==> src/rtl/ex_issue_ctrl.sv <==
`timescale 1ns / 1ps
// ex_issue_ctrl: sequencing controller for the execute datapath.
//
// Accepts one decoded instruction at a time from decode over a valid/ready
// handshake and latches its operands onto the ex_* outputs. The operands
// feed the external execute stage for EX_CYCLES settle cycles. After that
// the ALU/branch results are captured into a holding register for
// memory/writeback. A taken branch raises a one-cycle PC redirect. A
// synchronous flush kills the in-flight instruction.
//
// Ports:
//   clk, rst            clock (rising edge), asynchronous active-high reset
//   flush               synchronous kill of the in-flight instruction
//   in_*                decode-side handshake and instruction fields
//   ex_*  (outputs)     latched operands/controls to the execute stage
//   ex_*  (inputs)      execute-stage ALU result and branch decision/target
//   out_*               result holding register and writeback handshake
//   redirect_*          one-cycle taken-branch PC redirect
//   busy                controller is not idle
//
// Optional feature (macro EX_PERF_CNT_EN): adds the perf_retired and
// perf_br_taken 64-bit event counters.
module ex_issue_ctrl #(
   parameter int EX_CYCLES = 1
) (
   input  logic        clk,
   input  logic        rst,
   input  logic        flush,
   input  logic        in_valid,
   output logic        in_ready,
   input  logic [63:0] in_rs1_data,
   input  logic [63:0] in_rs2_data,
   input  logic [63:0] in_imm,
   input  logic [2:0]  in_funct3,
   input  logic [6:0]  in_funct7,
   input  logic        in_alu_src_b_sel,
   input  logic        in_branch,
   input  logic [63:0] in_pc,
   input  logic [4:0]  in_rd,
   input  logic        in_reg_write,
   output logic [63:0] ex_rs1_data,
   output logic [63:0] ex_rs2_data,
   output logic [63:0] ex_immediate,
   output logic [63:0] ex_pc,
   output logic [2:0]  ex_funct3,
   output logic [6:0]  ex_funct7,
   output logic        ex_alu_src_b_sel,
   output logic        ex_branch,
   input  logic [63:0] ex_alu_result,
   input  logic        ex_branch_taken,
   input  logic [63:0] ex_branch_target,
   output logic        out_valid,
   input  logic        out_ready,
   output logic [63:0] out_alu_result,
   output logic [63:0] out_pc,
   output logic [4:0]  out_rd,
   output logic        out_reg_write,
   output logic        redirect_valid,
   output logic [63:0] redirect_pc,
   output logic        busy
`ifdef EX_PERF_CNT_EN
   ,
   output logic [63:0] perf_retired,
   output logic [63:0] perf_br_taken
`endif
);

   // Settle counts below one behave as one.
   localparam int unsigned EffCycles = (EX_CYCLES < 1) ? 1 : EX_CYCLES;
   localparam int unsigned CntW      = $clog2(EffCycles) + 1;
   localparam logic [CntW-1:0] CntLoad = CntW'(EffCycles - 1);

   typedef enum logic [1:0] {
      StIdle,
      StExec,
      StHold
   } state_e;

   state_e          state_q, state_d;
   logic [CntW-1:0] cnt_q, cnt_d;
   logic [4:0]      rd_q;
   logic            reg_write_q;
   logic            accept;
   logic            capture;
   logic            out_valid_d;
   logic            redirect_d;

   always_comb begin
      in_ready    = 1'b0;
      state_d     = state_q;
      cnt_d       = cnt_q;
      out_valid_d = out_valid;

      unique case (state_q)
         StIdle:  in_ready = 1'b1;
         StExec:  in_ready = 1'b0;
         // No accept during the redirect pulse keeps wrong-path work out.
         StHold:  in_ready = out_ready & ~redirect_valid;
         default: in_ready = 1'b0;
      endcase

      accept  = in_valid & in_ready & ~flush;
      capture = (state_q == StExec) && (cnt_q == '0) && !flush;

      if (flush) begin
         state_d     = StIdle;
         out_valid_d = 1'b0;
      end else begin
         unique case (state_q)
            StIdle: begin
               if (accept) begin
                  state_d = StExec;
                  cnt_d   = CntLoad;
               end
            end
            StExec: begin
               if (cnt_q != '0) begin
                  cnt_d = cnt_q - CntW'(1);
               end else begin
                  state_d     = StHold;
                  out_valid_d = 1'b1;
               end
            end
            StHold: begin
               if (out_ready) begin
                  out_valid_d = 1'b0;
                  if (accept) begin
                     state_d = StExec;
                     cnt_d   = CntLoad;
                  end else begin
                     state_d = StIdle;
                  end
               end
            end
            default: state_d = StIdle;
         endcase
      end

      // Pulse lasts one cycle: nothing holds it beyond the capture edge.
      redirect_d = capture & ex_branch & ex_branch_taken;
   end

   always_ff @(posedge clk or posedge rst) begin
      if (rst) begin
         state_q          <= StIdle;
         cnt_q            <= '0;
         rd_q             <= '0;
         reg_write_q      <= 1'b0;
         ex_rs1_data      <= '0;
         ex_rs2_data      <= '0;
         ex_immediate     <= '0;
         ex_pc            <= '0;
         ex_funct3        <= '0;
         ex_funct7        <= '0;
         ex_alu_src_b_sel <= 1'b0;
         ex_branch        <= 1'b0;
         out_valid        <= 1'b0;
         out_alu_result   <= '0;
         out_pc           <= '0;
         out_rd           <= '0;
         out_reg_write    <= 1'b0;
         redirect_valid   <= 1'b0;
         redirect_pc      <= '0;
      end else begin
         state_q        <= state_d;
         cnt_q          <= cnt_d;
         out_valid      <= out_valid_d;
         redirect_valid <= redirect_d;
         if (accept) begin
            ex_rs1_data      <= in_rs1_data;
            ex_rs2_data      <= in_rs2_data;
            ex_immediate     <= in_imm;
            ex_pc            <= in_pc;
            ex_funct3        <= in_funct3;
            ex_funct7        <= in_funct7;
            ex_alu_src_b_sel <= in_alu_src_b_sel;
            ex_branch        <= in_branch;
            rd_q             <= in_rd;
            reg_write_q      <= in_reg_write;
         end
         if (capture) begin
            out_alu_result <= ex_alu_result;
            out_pc         <= ex_pc;
            out_rd         <= rd_q;
            // Branches never write a destination register.
            out_reg_write  <= reg_write_q & ~ex_branch;
         end
         if (redirect_d) begin
            redirect_pc <= ex_branch_target;
         end
      end
   end

   assign busy = (state_q != StIdle);

`ifdef EX_PERF_CNT_EN
   // Event counters ignore flush; they only observe the output handshakes.
   always_ff @(posedge clk or posedge rst) begin
      if (rst) begin
         perf_retired  <= '0;
         perf_br_taken <= '0;
      end else begin
         if (out_valid & out_ready) begin
            perf_retired <= perf_retired + 64'd1;
         end
         if (redirect_valid) begin
            perf_br_taken <= perf_br_taken + 64'd1;
         end
      end
   end
`endif

endmodule
==> config.mk <==
export PLATFORM = sky130hd
export DESIGN_NAME = ex_issue_ctrl
export DESIGN_NICKNAME = d
export VERILOG_FILES = /design/src/rtl/ex_issue_ctrl.sv
export SDC_FILE = /design/constraint.sdc
export NUM_CORES = 1
export LEC_CHECK = 0
export ABC_CLOCK_PERIOD_IN_PS = 15840
export BUFFER_PORTS_ARGS = -buffer_cell sky130_fd_sc_hd__buf_2
export CAP_MARGIN = 20
export CORE_AREA = 2 2 339 341
export CTS_BUF_LIST = sky130_fd_sc_hd__clkbuf_8
export CTS_CLUSTER_SIZE = 25
export DETAILED_ROUTE_END_ITERATION = 7
export DIE_AREA = 0 0 341 343
export PLACE_DENSITY = 0.43
export REMOVE_ABC_BUFFERS = 1
export SLEW_MARGIN = 20
export SYNTH_ARGS = -nofsm -noshare
export SYNTH_HDL_FRONTEND = slang
export SYNTH_SLANG_ARGS = --single-unit
==> constraint.sdc <==
create_clock -name clk -period 15.84 [get_ports clk]
set_input_delay 1.584 -clock clk [delete_from_list [all_inputs] [get_ports clk]]
set_output_delay 1.584 -clock clk [all_outputs]
set_load 0.01 [all_outputs]
Yosys cells after proc, flatten, opt, wreduce, memory -nomap -nowiden. Index checks and enable logic that the tools add are counted.

Add/subtract/negate cells: 1. $mul: 0. Div/mod/pow operators: 0. Magnitude comparators: 0. Equality and inequality tests: 6. Shifts and indexed selects: 0. Multiplexer cells: 15. Bitwise gates (word level): 10. Reduce and logical (&&, ||, !) cells: 10.

Operators with widths (number): 3-bit != test (second input constant) (3); 3-bit AND reduction (3); 2-bit two-way mux (4); 1-bit two-way mux (7); 1-bit bitwise AND (6); 2-bit case mux with 3 select lines (1); 3-bit nonzero test (2); 1-bit NOT (4); 1-bit case mux with 2 select lines (2); 1-bit case mux with 3 select lines (1); 2-bit by 1-bit == test with 1-bit output (second input constant) (1); 2-bit == test (second input constant) (1); 1-bit logical AND (2); 2-bit logical NOT (1); 2-bit != test (second input constant) (1); 2-bit nonzero test (1); 1-bit logical NOT (1); 1-bit subtractor (second input constant) (1).

Register bits: 477. Latch bits: 0. Memory bits (writable): 0. ROM bits: 0. Output and inout bits: 470. Memories kept: 0.

Longest topological paths before layout. Gate-level depths: netlist of the first run.

Depth in word-level cells: 9. Depth in mapped cells: 6. Depth with buffers taken out: 3.

Worst setup path after synthesis of the first run. OpenSTA, ideal clock, no wires.

Path kind: input port to output port. Start point: input port out_ready. End point: output port in_ready. Arrival: 1.967 ns. Required time: 14.256 ns. Path slack: 12.289 ns. Stages on the path: 3. Cell sequence: nor2b_1 nor2_1 nor2_1.

Longest elaborated chain between the ends: 2.

Ends and longest elaborated chain: from (decl) (RTL line 53) `input logic out_ready,`; 1-bit bitwise AND (RTL line 98) `StHold: in_ready = out_ready & ~redirect_valid;`; 1-bit case mux with 2 select lines (RTL line 94) `unique case (state_q)`; to (decl) (RTL line 30) `output logic in_ready,`.

Every way passes these cells.

Worst setup path in the final report of the first run.
Start point: input port out_ready. End point: register ex_rs1_data[62].

Longest elaborated chain between the ends: 4.

Ends and longest elaborated chain: 1-bit bitwise AND (RTL line 98); 1-bit case mux with 2 select lines (RTL line 94); 1-bit bitwise AND (2 in a row) (RTL line 102) `accept = in_valid & in_ready & ~flush;`; to (signal assigned) (RTL line 170) `ex_rs1_data <= in_rs1_data;`; to (decl) (RTL line 41) `output logic [63:0] ex_rs1_data,`.

Every way passes these cells. A chain may end at the register's enable or synchronous reset.

==> metrics.txt, run 1 <==
RSZ-0062 raised after global routing false; Worst VDD drop 71.0 uV; worst stage delay on the critical path 0.92 ns; Root Buffer clkbuf_8; Slew @ Worst Pin 1.10 ns; Core Util, Final 0.225; routed wire length per instance 16.4 um; most used cell, CP buf_4; vias in the first global route 13900; Max Cap Viol 0; Syn-to-layout area delta 44.6%; cell count after synthesis 1020; # port buffers 877; H-tree levels 3; startpoint types input pin; Power Dens Cells 148 mW/mm2; Buffers & Inverters on Critical Path 4; commonest non-fill, non-tap cells in the layout 877 x buf_2, 476 x dfrtp_1, 422 x mux2_2; crit path max fanout 84; Final Hold Fails 0; Final Wtd Congestion 0.844; Final Max Tran Viols 0; register area share after synthesis 0.674; largest net degree at the start of global routing 143; Worst path slowest cell buf_4; drc violations 0; top cells by area, synth dfrtp_1 67%, mux2_2 27%, mux2_1 3.1%, buf_2 1.1%, buf_8 0.42%; clk_lat worst skew 0.69 ns; overall routing resource usage 0.0942; WL final 57.9 mm; CTS buffer count 89; die area 0.117 mm2; Yosys cell types 20; most common cell after layout, fill and taps aside buf_2; status completed; Antenna Nets Post-Route 0; via/cell ratio 3.47; Req. time, crit path 16.42 ns; Sink Count 476; crit end category flop; DR pass1 iterations 4; DRT iter0 DRCs 207; post_cts resized 0; #FFs+latches synth 476; share of cells above drive strength 1 0.714; clk buf depth 3; initial antenna violation count 15; core area 0.113 mm2; hold buffers post-CTS 0; mean area per synthesized cell 17.3 um2; Final period util 0.285; Worst Setup Path Type in -> reg; Final TNS setup 0 ns; hpwl dp 43.3 mm; cell taking the most area after synthesis dfrtp_1; WP data arrival 5.10 ns; DIE HEIGHT 343 um; initial core utilization 0.156; CTS tree built; via count 12300; post-synth top area share 0.674; clk_skew 0.0318 ns; Leakage Power 12.4 nW; IO Pins 878; CP delay by family, top buffers and inverters; Fmax 0.221 GHz; first-pass GRT wire length 84.4 mm; total global routing overflow 0; Setup Buffers After CTS 0; die width 341 um; # rows 124; crit-path cells buf_2 > nor2b_1 > o211ai_4 > buf_4 > buf_4 > buf_4 > mux2_2; Final Critical Period 4.52 ns; min-delay worst type reg -> reg; Rel. slew slack 0.269; Syn Std Cell Area 0.0177 mm2; Synth Warn # 0; final setup violation count 0; Reg clk slew, reported paths 0.06 ns; Final #Nets 2357
stage by stage:
| step | setup slack (ns) | hold WS, ns | power, W | cells | area (um2) |
|---|---|---|---|---|---|
| finish | 11.32 | 0.482 | 0.00379 | 3537 | 25500 |
| CTS | 11.43 | 0.486 | 0.00389 | 3528 | 25500 |
| detailed placement | 10.59 | 0.474 | 0.00265 | 3370 | 23700 |
| floorplan | 0.977 | 0.474 | 0.00215 | 968 | 17300 |
| global route | 11.19 | 0.498 | 0.00402 | 3535 | 25500 |
| global placement | 10.70 | 0.464 | 0.00263 | 3370 | 23700 |
metal layers:
metal	vias up	GRT usage	share of wire
li1	5478	-	-
met1	6110	0.0946	0.35
met2	545	0.172	0.53
met3	134	0.0399	0.089
met4	10	0.0356	0.030
met5	-	0	0.0011
cell families (layout without fill, tap and decap cells):
| kind of cell | count (synthesis) | after routing | share of synthesized area |
|---|---|---|---|
| flip-flops | 476 | 476 | 0.674 |
| multiplexers | 471 | 471 | 0.300 |
| other | 0 | 9 | 0 |
| buffers and inverters | 56 | 1052 | 0.0196 |
| AO/OA/AOI/OAI | 4 | 4 | 0.00156 |
| AND/OR/NAND/NOR | 13 | 13 | 0.00432 |
synth_stat cells:
master	instances
buf_4	6
nor3b_2	1
and3_1	1
nor2b_1	1
o211ai_2	1
nor2_1	5
buf_8	5
nand3b_1	1
nor3b_1	1
o21ai_0	1
mux2_1	49
dfrtp_1	476
mux2_2	422
inv_1	4
nor3_1	1
nand2b_1	1
buf_6	1
buf_2	40
a21oi_1	2
or2_2	1
worst paths after layout:
check / startpoint / endpoint / slack (ns) / depth (start not counted)
min in group asynchronous: rst / redirect_pc[21]$_DFFE_PP0P_ / 1.05 / 2
hold / removal: redirect_pc[41]$_DFFE_PP0P_ / redirect_pc[41]$_DFFE_PP0P_ / 0.48 / 1
setup reg to reg: state_q[1]$_DFFE_PP0P_ / ex_rs1_data[62]$_DFFE_PP0P_ / 11.91 / 6
hold reg to reg: redirect_pc[41]$_DFFE_PP0P_ / redirect_pc[41]$_DFFE_PP0P_ / 0.48 / 1
setup / recovery: out_ready / ex_rs1_data[62]$_DFFE_PP0P_ / 11.32 / 7
max in group asynchronous: rst / out_pc[27]$_DFFE_PP0P_ / 12.03 / 5
worst register-to-register path, cell delays in order, from the launching register on:
cell	delay, ns
dfrtp_1	0.42
inv_1	0.13
o211ai_4	0.18
buf_4	0.68
buf_4	0.95
buf_4	0.94
mux2_2	0.51
final cells by class:
cell class / instances / area, um2
fill: 12200 / 87900
sequential: 476 / 11900
antenna: 9 / 22.5
clock inverter: 52 / 314
clock buffer: 106 / 1460
multi-input combinational: 488 / 5420
tap: 1512 / 1890
timing repair buffer: 890 / 4500
inverter: 4 / 22.5
where the power goes:
part	switching (W)	total, W	internal, W	leakage (nW)
logic	0.000463	0.000922	0.000459	5.64
clock network	0.000534	0.00119	0.000654	1.04
registers	0.000161	0.00168	0.00152	5.69
flip-flops by register name, summed over array words and instances, names as in the netlist:
| register | flops |
|---|---|
| ex_alu_src_b_sel | 1 |
| ex_branch | 1 |
| ex_funct3 | 3 |
| ex_funct7 | 7 |
| ex_immediate | 64 |
| ex_pc | 64 |
| ex_rs1_data | 64 |
| ex_rs2_data | 64 |
| out_alu_result | 64 |
| out_pc | 64 |
| out_rd | 5 |
| out_reg_write | 1 |
| out_valid | 1 |
| rd_q | 5 |
| redirect_pc | 64 |
| redirect_valid | 1 |
| reg_write_q | 1 |
| state_q | 2 |
No activity file was read; power rests on OpenSTA's default activity.
==> run 2, diff against run 1 <==
Settings changed: ABC_AREA set to 1, ABC_CLOCK_PERIOD_IN_PS 15840 to 4200.
Clock period 15.84 ns to 4.2 ns, I/O delays scaled along.
==> metrics.txt, run 2 <==
mean area per synthesized cell 9.02 um2; Final Critical Period 2.94 ns; total global routing overflow 0; Syn Std Cell Area 0.0185 mm2; prevailing post-synth register cell dfrtp_1; initial antenna violation count 9; Rel. slew slack 0.265; most common cell after layout, fill and taps aside nand2_1; worst stage delay on the critical path 0.42 ns; post_cts resized 0; Slew @ Worst Pin 1.10 ns; final setup violation count 0; crit-path cells inv_2 > nand3_1 > nand2_8 > buf_12 > buf_2; Synth Warn # 0; #FFs+latches synth 476; Core Util, Final 0.268; Power Total 0.0146 W; fin area 0.0304 mm2; min-delay worst type in -> reg; DRT iter0 DRCs 854; cell taking the most area after synthesis dfrtp_1; clk_skew 0.0546 ns; Final period util 0.701; top cells by count, synth 1081 x nand2_1, 476 x dfrtp_1, 277 x nand3_1; Reg clk slew, reported paths 0.06 ns; post-synth top area share 0.643; Post-synth EDFFs 0; Leakage Power 16.7 nW; share of cells above drive strength 1 0.311; CTS tree built; cell count after synthesis 2054; IO Pins 878; largest net degree at the start of global routing 181; Power Dens Cells 479 mW/mm2; crit path max fanout 134; hold buffers post-CTS 406; startpoint types flop; Final Max Tran Viols 0; routed wire length per instance 18.0 um; most frequent cell after synthesis nand2_1; # port buffers 877; Post-synth ARST share 1.00; overall routing resource usage 0.145; die width 341 um; fillcell total 12400; multiplexer area fraction after synthesis 0; WL final 88.3 mm; top cells by area, synth dfrtp_1 64%, nand2_1 22%, nand3_1 7.5%, buf_2 2.5%, o21ai_0 1.5%; Final TNS setup 0 ns; Root Buffer clkbuf_8; Area after DPL 0.0244 mm2; H-tree levels 3; Reg area 0.0119 mm2; DR pass1 iterations 5; Final Hold Fails 0; die area 0.117 mm2; Synth Area in Simple Gates 0.296; hpwl dp 61.5 mm; Max Cap Viol 0; Req. time, crit path 3.78 ns; # rows 124; Compound-Gate Fraction of Synth Area 0.0180; core area 0.113 mm2; Worst VDD drop 231 uV; Worst Setup Path Type reg -> out; Fmax 0.340 GHz; initial core utilization 0.163; clk buf depth 3; drc violations 0; Yosys cell types 17; Critical Path Start state_q[0]$_DFFE_PP0P_; Cell Count, Final, Fillers Out 4910; area of the multi-input gates 0.00586 mm2; DIE HEIGHT 343 um; Worst path slowest cell dfrtp_1; Inst Count DP 4332; Final #Nets 3730; Setup Buffers After CTS 0; clk_lat worst skew 0.73 ns; adder-cell area share of the yosys netlist 0; worst r2r src state_q[0]$_DFFE_PP0P_; Syn-to-layout area delta 64.4%; Sink Count 476; via count 18900; CTS buffer count 94; first-pass GRT wire length 129 mm; via/cell ratio 3.86; RSZ-0062 raised after global routing false; crit end category output port; commonest non-fill, non-tap cells in the layout 1080 x nand2_1, 877 x buf_2, 476 x dfrtp_1; combinational family with the most area after synthesis simple AND/OR/NAND/NOR gates; XOR/XNOR share of the synthesized area 0; Final Wtd Congestion 0.807; status completed; register area share after synthesis 0.643; hold_sp ex_alu_result[2]; Antenna Nets Post-Route 0; WP data arrival 2.52 ns; vias in the first global route 19500
run 2: final cells by class:
type | instances | area share
repair buffers | 1312 | 0.288
diodes | 4 | 0.000329
multi-input cells | 1429 | 0.192
clock buffers | 116 | 0.0524
clock inverters | 52 | 0.0115
flip-flops and latches | 476 | 0.391
inverters | 9 | 0.00152
well taps | 1512 | 0.0621
run 2: per-layer routing:
layer  vias to the layer above  share of wire  GRT usage
li1                       9030              -          -
met1                      9115           0.40      0.174
met2                       668           0.49      0.247
met3                       128          0.085     0.0514
met4                         8          0.019     0.0363
met5                         -        0.00062          0
run 2: path summary, 6_finish.rpt:
path | endpoint | slack, ns | cells past startpoint
worst min-delay path | out_alu_result[2]$_DFFE_PP0P_ | 0.42 | 4
worst max register to register | ex_rs1_data[61]$_DFFE_PP0P_ | 1.84 | 7
worst max-delay path | in_ready | 1.26 | 5
max in group asynchronous | ex_pc[24]$_DFFE_PP0P_ | 2.78 | 4
worst min register to register | out_rd[1]$_DFFE_PP0P_ | 0.46 | 2
min in group asynchronous | ex_rs1_data[2]$_DFFE_PP0P_ | 0.44 | 3
run 2: through the flow:
stage | hold slack [ns] | setup slack (ns)
4_1_cts | 0.299 | 1.09
6_report | 0.420 | 1.26
3_3_place_gp | 0.450 | 1.76
2_1_floorplan | 0.442 | -9.50
5_1_grt | 0.345 | 0.990
3_5_place_dp | 0.453 | 1.74
run 2: kinds of logic after synthesis:
group                  count (synthesis)
buffers and inverters                149
AO/OA/AOI/OAI                         66
flip-flops                           476
AND/OR/NAND/NOR                     1363
run 2: critical path, delay by kind of cell, from the launching register on:
| kind | cells | cell delay (ns) |
|---|---|---|
| flip-flops | 1 | 0.42 |
| buffers and inverters | 3 | 0.72 |
| AND/OR/NAND/NOR | 2 | 0.47 |
run 2: power by group:
group / internal, W / total, W / switching, W
combinational: 0.00143 / 0.00359 / 0.00216
sequential: 0.00552 / 0.00607 / 0.000550
clock: 0.00269 / 0.00493 / 0.00224
total: 0.00965 / 0.0146 / 0.00495
==> run 3, diff against run 2 <==
Settings changed: ABC_CLOCK_PERIOD_IN_PS 4200 to 2850.
Clock period 4.2 ns to 2.85 ns, I/O delays scaled along.
==> metrics.txt, run 3 (synthesis results as in run 2) <==
status completed; combinational power share 0.245; via/cell ratio 3.85; Reg clk slew, reported paths 0.06 ns; DRT iter0 DRCs 934; final setup violation count 0; Switching Power 0.00736 W; CP delay by family, top buffers and inverters; Power Dens Cells 701 mW/mm2; WL final 89.4 mm; clk buf depth 3; Final Max Tran Viols 0; clk_lat worst skew 0.75 ns; total global routing overflow 0; via count 19000; Worst Setup Path Type reg -> out; worst stage delay on the critical path 0.45 ns; drc violations 0; clk_skew 0.0517 ns; largest net degree at the start of global routing 149; WP data arrival 2.38 ns; Leakage Power 16.8 nW; Slew @ Worst Pin 0.835 ns; Syn-to-layout area delta 66.2%; post_cts resized 0; Final WS setup 0.186 ns; IO Pins 878; CTS buffer count 95; share of cells above drive strength 1 0.313; crit-path cells inv_2 > nand3_1 > nand2_8 > buf_4 > buf_2; Sw Ratio 0.341; Final period util 0.935; Rel. slew slack 0.444; DIE HEIGHT 343 um; DR pass1 iterations 5; die width 341 um; overall routing resource usage 0.147; worst slack, placed 0.922 ns; RSZ-0062 raised after global routing false; core area 0.113 mm2; CTS tree built; Final Hold Fails 0; commonest non-fill, non-tap cells in the layout 1080 x nand2_1, 877 x buf_2, 476 x dfrtp_1; Final #Nets 3757; hpwl dp 62.8 mm; reg2reg setup slack 0.86 ns; min-delay worst type in -> async; crit path max fanout 43; die area 0.117 mm2; Final TNS setup 0 ns; H-tree levels 3; Root Buffer clkbuf_8; Sink Count 476; # port buffers 877; Reg2Reg Depth 6; Final Wtd Congestion 0.822; Req. time, crit path 2.57 ns; worst r2r src state_q[0]$_DFFE_PP0P_; Fmax 0.375 GHz; clock share of power 0.338; routed wire length per instance 18.1 um; initial antenna violation count 11; Final Critical Period 2.66 ns; Seq pwr share 0.417; startpoint types flop; first-pass GRT wire length 129 mm; most common cell after layout, fill and taps aside nand2_1; initial core utilization 0.163; Core Util, Final 0.271; # rows 124; crit end category output port; Antenna Nets Post-Route 0; Worst VDD drop 292 uV; vias in the first global route 19500; Worst R2R End ex_rs2_data[50]$_DFFE_PP0P_; Worst path slowest cell buf_4; Buffers & Inverters on Critical Path 3; Max Cap Viol 0; Power Internal 0.0142 W
run 3: cell types whose count changed in the layout (fill, tap and decap cells not counted), sizes merged:
| cell | delta |
|---|---|
| clkbuf | +5 |
| buf | +12 |
| bufinv | -2 |
| clkinvlp | +2 |
| dlygate4sd3 | +14 |
| clkinv | -2 |
run 3: area by class of cell:
cell class / count / area, um2
antenna: 4 / 10.0
clock buffer: 121 / 1670
clock inverter: 50 / 297
fill: 12400 / 82600
inverter: 9 / 46.3
multi-input combinational: 1429 / 5860
sequential: 476 / 11900
tap: 1512 / 1890
timing repair buffer: 1338 / 9100
run 3: worst max path at each step:
stage | startpoint | to | slack (ns) | depth (start not counted)
4_1_cts | state_q[0]$_DFFE_PP0P_ | in_ready | 0.09 | 5
6_report | state_q[0]$_DFFE_PP0P_ | in_ready | 0.19 | 5
2_1_floorplan | rst | ex_alu_src_b_sel$_DFFE_PP0P_ | -10.71 | 1
3_5_place_dp | state_q[0]$_DFFE_PP0P_ | ex_pc[34]$_DFFE_PP0P_ | 0.92 | 7
5_1_grt | state_q[0]$_DFFE_PP0P_ | in_ready | 0.03 | 5
3_3_place_gp | state_q[0]$_DFFE_PP0P_ | ex_pc[61]$_DFFE_PP0P_ | 0.98 | 7
run 3: per-layer routing:
layer | GRT usage | up-vias | routed length, um
li1 | - | 9073 | -
met1 | 0.174 | 9113 | 36000
met2 | 0.245 | 704 | 42900
met3 | 0.0595 | 125 | 8480
met4 | 0.0393 | 8 | 1980
met5 | 0 | - | 55
run 3: power groups by stage:
stage	clock network [W]	registers [W]	logic [W]
final	0.00730	0.00898	0.00528
after global routing	0.00796	0.00916	0.00585
after CTS	0.00764	0.00899	0.00544
after detailed placement	0	0.00908	0.00494
after global placement	0	0.00906	0.00491
after floorplan	0	0.00963	0.00145
run 3: repair_timing:
item	in CTS	in global routing
hold buffers	420	0
buffers inserted	0	0
endpoints found under the hold margin	460	0
run 3: metrics by stage:
stage / hold slack, ns / cell area (um2) / cells / total power, W
after floorplan: 0.380 / 17800 / 1914 / 0.0111
after global placement: 0.451 / 24600 / 4344 / 0.0140
after detailed placement: 0.453 / 24600 / 4344 / 0.0140
after CTS: 0.165 / 30800 / 4935 / 0.0221
after global routing: 0.208 / 30800 / 4936 / 0.0230
final: 0.244 / 30800 / 4939 / 0.0216
run 3: worst reg2reg max path: cells and delay by family, from the launching register on:
kind	cells	cell delay, ns
buf+inv	2	0.46
simple gates	4	1.01
flops	1	0.41
